[src/rtl/nios_system_sysid_regs.sv]
`default_nettype none
// ============================================================================
// Module      : nios_system_sysid_regs
// Description : Avalon-MM system-ID slave. Returns a build-time system ID and
//               timestamp, plus 1..3 byte-writable scratch words. With the
//               SYSID_UPTIME_EN macro defined it also has a free-running 64-bit
//               uptime counter, a latched high-word shadow and a CONTROL word
//               (bit0 CLEAR, write-1 self-clearing; bit1 FREEZE).
//               Read latency is a fixed single cycle and the slave never stalls.
//
// Word map    : 0 SYSTEM_ID, 1 TIMESTAMP, 2 UPTIME_LO, 3 UPTIME_HI shadow,
//               4 CONTROL, 5..4+NUM_SCRATCH scratch. Other words read 0.
//
// Ports       : clock          - single clock, rising edge
//               reset_n        - synchronous, active-low reset
//               address        - word address [ADDR_W-1:0]
//               read / write   - one-cycle transfer strobes
//               writedata      - 32-bit write data
//               byteenable     - per-byte write enables
//               readdata       - registered read data, 0 when not valid
//               readdatavalid  - qualifies readdata
//
// Parameters  : SYSTEM_ID, TIMESTAMP (32-bit constants), NUM_SCRATCH (1..3),
//               ADDR_W (>= 3)
// Revision    : 1.0 - initial release
// ============================================================================
module nios_system_sysid_regs #(
    parameter logic [31:0] SYSTEM_ID   = 32'h0000_0000,
    parameter logic [31:0] TIMESTAMP   = 32'h0000_0000,
    parameter int          NUM_SCRATCH = 2,
    parameter int          ADDR_W      = 3
) (
    input  logic              clock,
    input  logic              reset_n,
    input  logic [ADDR_W-1:0] address,
    input  logic              read,
    input  logic              write,
    input  logic [31:0]       writedata,
    input  logic [3:0]        byteenable,
    output logic [31:0]       readdata,
    output logic              readdatavalid
);

    localparam logic [ADDR_W-1:0] c_ADDR_SYSID = ADDR_W'(0);
    localparam logic [ADDR_W-1:0] c_ADDR_TSTMP = ADDR_W'(1);
    localparam int                c_SCRATCH_BASE = 5;

    // A simultaneous read and write performs only the write.
    logic rd_fire;
    assign rd_fire = read & ~write;

    // ------------------------------------------------------------------
    // Scratch words
    // ------------------------------------------------------------------
    logic [31:0] scratch_q [NUM_SCRATCH];
    logic [31:0] scratch_d [NUM_SCRATCH];

    always_comb begin
        for (int i = 0; i < NUM_SCRATCH; i++) begin
            scratch_d[i] = scratch_q[i];
            if (write && (address == ADDR_W'(c_SCRATCH_BASE + i))) begin
                for (int b = 0; b < 4; b++) begin
                    if (byteenable[b]) begin
                        scratch_d[i][8*b +: 8] = writedata[8*b +: 8];
                    end
                end
            end
        end
    end

    always_ff @(posedge clock) begin
        for (int i = 0; i < NUM_SCRATCH; i++) begin
            if (!reset_n) begin
                scratch_q[i] <= 32'h0;
            end else begin
                scratch_q[i] <= scratch_d[i];
            end
        end
    end

`ifdef SYSID_UPTIME_EN
    // ------------------------------------------------------------------
    // Uptime counter, high-word shadow and CONTROL
    // ------------------------------------------------------------------
    localparam logic [ADDR_W-1:0] c_ADDR_UPLO = ADDR_W'(2);
    localparam logic [ADDR_W-1:0] c_ADDR_UPHI = ADDR_W'(3);
    localparam logic [ADDR_W-1:0] c_ADDR_CTRL = ADDR_W'(4);

    logic [63:0] uptime_q, uptime_d;
    logic [31:0] shadow_q, shadow_d;
    logic        freeze_q, freeze_d;
    logic        ctrl_wr;
    logic        clear;

    // CONTROL only lives in byte lane 0.
    assign ctrl_wr = write && (address == c_ADDR_CTRL) && byteenable[0];
    assign clear   = ctrl_wr && writedata[0];

    always_comb begin
        freeze_d = ctrl_wr ? writedata[1] : freeze_q;
        // CLEAR wins over FREEZE so a combined write leaves the counter at 0.
        if (clear) begin
            uptime_d = 64'h0;
        end else if (freeze_q) begin
            uptime_d = uptime_q;
        end else begin
            uptime_d = uptime_q + 64'h1;
        end
        // Latching the high half on a LO read gives a coherent 64-bit pair.
        shadow_d = (rd_fire && (address == c_ADDR_UPLO)) ? uptime_q[63:32] : shadow_q;
    end

    always_ff @(posedge clock) begin
        if (!reset_n) begin
            uptime_q <= 64'h0;
            shadow_q <= 32'h0;
            freeze_q <= 1'b0;
        end else begin
            uptime_q <= uptime_d;
            shadow_q <= shadow_d;
            freeze_q <= freeze_d;
        end
    end
`endif

    // ------------------------------------------------------------------
    // Read path
    // ------------------------------------------------------------------
    logic [31:0] rdata_mux;

    always_comb begin
        rdata_mux = 32'h0;
        if (address == c_ADDR_SYSID) begin
            rdata_mux = SYSTEM_ID;
        end
        if (address == c_ADDR_TSTMP) begin
            rdata_mux = TIMESTAMP;
        end
`ifdef SYSID_UPTIME_EN
        if (address == c_ADDR_UPLO) begin
            rdata_mux = uptime_q[31:0];
        end
        if (address == c_ADDR_UPHI) begin
            rdata_mux = shadow_q;
        end
        if (address == c_ADDR_CTRL) begin
            rdata_mux = {30'h0, freeze_q, 1'b0};
        end
`endif
        for (int i = 0; i < NUM_SCRATCH; i++) begin
            if (address == ADDR_W'(c_SCRATCH_BASE + i)) begin
                rdata_mux = scratch_q[i];
            end
        end
    end

    logic [31:0] readdata_q, readdata_d;
    logic        rdv_q, rdv_d;

    always_comb begin
        rdv_d      = rd_fire;
        readdata_d = rd_fire ? rdata_mux : 32'h0;
    end

    always_ff @(posedge clock) begin
        if (!reset_n) begin
            readdata_q <= 32'h0;
            rdv_q      <= 1'b0;
        end else begin
            readdata_q <= readdata_d;
            rdv_q      <= rdv_d;
        end
    end

    // Reset arriving during a data cycle must kill that cycle immediately,
    // so the registered outputs are gated by reset_n.
    assign readdatavalid = rdv_q & reset_n;
    assign readdata      = readdata_q & {32{reset_n}};

endmodule
`default_nettype wire
[config.mk]
export PLATFORM = sky130hd
export DESIGN_NAME = nios_system_sysid_regs
export DESIGN_NICKNAME = d
export VERILOG_FILES = /design/src/rtl/nios_system_sysid_regs.sv
export SDC_FILE = /design/constraint.sdc
export NUM_CORES = 1
export LEC_CHECK = 0
export ABC_AREA = 1
export ABC_CLOCK_PERIOD_IN_PS = 2200
export BUFFER_PORTS_ARGS = -buffer_cell sky130_fd_sc_hd__buf_2
export CAP_MARGIN = 20
export CORE_UTILIZATION = 25
export DETAILED_ROUTE_END_ITERATION = 8
export GPL_TIMING_DRIVEN = 0
export PLACE_DENSITY_LB_ADDON = 0.08
export SETUP_SLACK_MARGIN = 0.1
export SLEW_MARGIN = 25
export SYNTH_ARGS = -nofsm -noshare
export SYNTH_HDL_FRONTEND = slang
export SYNTH_SLANG_ARGS = --single-unit
[constraint.sdc]
create_clock -name clock -period 2.2 [get_ports clock]
set_input_delay 0.33 -clock clock [delete_from_list [all_inputs] [get_ports clock]]
set_output_delay 0.33 -clock clock [all_outputs]
set_load 0.03 [all_outputs]
==> flow_metrics.py <==
metrics = {
    "cells_and_area": {
        "layout.cell_area.non_filler_mm2": 0.00503,
        "fillers": 1874,
        "drive_above_1_share": 0.151,
        "area.growth.synth_to_final_pct": 22.3,
        "multi_input_gate_area_mm2": 0.00173,
        "ant_diodes": 0,
        "number_of_nets_in_the_layout": 735,
        "sequential_cell_area_mm2": 0.00194,
    },
    "timing": {
        "finClkSkew_ns": 0.00881,
        "worst-slew-pin-transition_ns": 0.734,
        "finalHoldViolCount": 0,
        "fraction_of_the_cycle_the_final_worst_path_needs": 0.810,
        "achievable-frequency_mhz": 561,
        "totalNegativeSetupSlack_ns": 0,
        "setup_viol": 0,
        "timing.final.max_slew_violations": 0,
        "min_tclk_post_route_ns": 1.78,
        "layout_setup_ws_ns": 0.419,
        "rsz_0062_raised_after_global_routing": "false",
        "max_slew_margin": 0.509,
    },
    "floorplanning": {
        "rows": 46,
        "floorplan.die.height_um": 130,
        "num_io_pins": 76,
        "initial_utilization": 0.257,
        "core-area_mm2": 0.0160,
        "die_area_mm2": 0.0170,
        "die-width_um": 130,
    },
    "place": {
        "buffer_ports.inserted": 70,
        "gp_routability_congestion": 0.768,
        "hpwlAfterDp_um": 8870,
        "preCtsSetupSlack_ns": 0.411,
        "dpl-instance-area_mm2": 0.00474,
    },
    "run": {
        "max_cap_viol_count": 0,
    },
    "power": {
        "power.static_leakage_nw": 2.40,
        "power.density_cell_area_mw_per_mm2": 738,
        "clock_power_share": 0.437,
        "power.switching_fraction": 0.246,
        "max-vdd-ir-drop_uv": 353,
        "p_int_mw": 2.80,
        "combPwrFrac": 0.080,
        "reported_net_switching_power_mw": 0.913,
        "power_frac_seq": 0.483,
    },
    "route": {
        "drt_wl_total_um": 12900,
        "postRouteAntennaNets": 0,
        "via_count": 3901,
        "vias_per_cell": 4.28,
        "drt_initial_violations": 201,
        "firstDrtPassIters": 4,
        "routedWlPerCell_um": 14.1,
        "drc_errors": 0,
    },
    "run_status": {
        "outcome": "finished clean",
    },
    "logic_synthesis": {
        "post_syn_nets": 654,
        "yosysWarnings": 0,
        "synth_area_mm2": 0.00412,
        "synth_cell_types": 10,
        "synth-seq-area-share": 0.472,
        "synthesis.instances": 611,
        "postSynthRegisterBits": 97,
        "postSynthAreaPerCell_um2": 6.74,
    },
    "global_route": {
        "grt_pass1_vias": 3658,
        "track_usage": 0.162,
        "grt_first_pass_wirelength_um": 20000,
        "grt-ovfl-total": 0,
        "grt_max_degree": 15,
        "grt_antenna_before_repair": 0,
    },
    "clock_tree": {
        "clock_root_buffer": "sky130_fd_sc_hd__clkbuf_16",
        "cts.htree.levels": 3,
        "cts_inserted_buffers": 9,
        "max-clock-path-buffers": 2,
        "post_cts.resized_instances": 0,
        "cts-hold-fix-buffers": 0,
        "clock_latency_ns": 0.35,
        "tritoncts_clock_tree": "built",
        "post-cts-setup-buffers": 0,
        "cts_num_sinks": 97,
        "path_clk_slew_ns": 0.07,
    },
    "critical_path": {
        "worstSetupEndpointType": "primary output",
        "criticalPathCategory": "in -> out",
        "required_ns": 1.87,
        "cp_data_arrival_time_ns": 1.45,
        "startpoint_type": "input pin",
        "critPathMaxFanout": 10,
    },
    "hold_path": {
        "min_path_type": "in -> reg",
    },
}
## registers in the layout, summed over array words and instances, names as in the netlist
name        count
rdv_q           1
scratch_q      64
readdata_q     32
## critical path, cell delays in order
cell,delay [ns]
sky130_fd_sc_hd__buf_2,0.15
sky130_fd_sc_hd__clkbuf_1,0.53
sky130_fd_sc_hd__nand2_1,0.16
sky130_fd_sc_hd__inv_1,0.09
sky130_fd_sc_hd__buf_2,0.19
## power groups by stage
stage	Sequential (mW)	Combinational [mW]	Clock [mW]
after global routing	1.80	0.334	1.75
after global placement	1.83	0.301	0
after CTS	1.79	0.302	1.67
after detailed placement	1.84	0.301	0
after floorplan	1.83	0.179	0
final	1.79	0.298	1.62
## cell type report
type / count / share of cell area
Multi-Input combinational cell: 401 / 0.343
Inverter: 72 / 0.0537
Tap cell: 216 / 0.0537
Sequential cell: 97 / 0.386
Clock buffer: 12 / 0.0510
Buffer: 41 / 0.0353
Clock inverter: 3 / 0.00796
Timing Repair Buffer: 70 / 0.0696
## kinds of logic after synthesis
group	after synthesis	share of synthesized area
flops	97	0.472
buf+inv	113	0.109
simple gates	369	0.380
compound gates	32	0.0389
## cell usage after synthesis
cell | n | area (um2)
sky130_fd_sc_hd__nand2_1 | 164 | 616
sky130_fd_sc_hd__buf_2 | 19 | 95.1
sky130_fd_sc_hd__a21oi_1 | 32 | 160
sky130_fd_sc_hd__nor2_1 | 137 | 514
sky130_fd_sc_hd__nand4_1 | 66 | 413
sky130_fd_sc_hd__buf_1 | 10 | 37.5
sky130_fd_sc_hd__nor2_4 | 2 | 22.5
sky130_fd_sc_hd__clkbuf_1 | 12 | 45.0
sky130_fd_sc_hd__inv_1 | 72 | 270
sky130_fd_sc_hd__dfxtp_1 | 97 | 1940
## layout by cell type (no fill, tap or decap), drive strengths merged
cell type / count
clkbuf: 24
nand4: 66
bufinv: 1
clkinv: 2
buf: 99
nand2: 164
inv: 72
nor2: 139
a21oi: 32
dfxtp: 97
## metrics by stage
step	total power [mW]	utilization	hold slack [ns]	instances
finish	3.72	0.315	0.201	912
global route	3.89	0.315	0.216	912
CTS	3.77	0.315	0.190	912
detailed placement	2.14	0.296	0.455	897
global placement	2.14	0.296	0.448	897
floorplan	2.01	-	0.413	611
## worst paths after layout
check	startpoint	end	slack, ns	cells past startpoint
worst max-delay path	reset_n	readdata[31]	0.42	5
worst min-delay path	write	rdv_q$_SDFF_PN0_	0.20	2
worst max register to register	scratch_q[0][15]$_SDFFE_PN0P_	readdata_q[15]$_SDFF_PN0_	1.48	2
worst min register to register	scratch_q[0][4]$_SDFFE_PN0P_	readdata_q[4]$_SDFF_PN0_	0.46	2
## routing by layer
| layer | part of all wire | wire, um | vias up | GRT usage |
|---|---|---|---|---|
| met2 | 0.45 | 5810 | 92 | 0.258 |
| li1 | - | - | 2063 | - |
| met3 | 0.050 | 637 | 13 | 0.0279 |
| met4 | 0.015 | 191 | 0 | 0.0711 |
| met1 | 0.48 | 6230 | 1733 | 0.213 |
| met5 | 0 | 0 | - | 0 |
(Power assumes the default switching activity.)
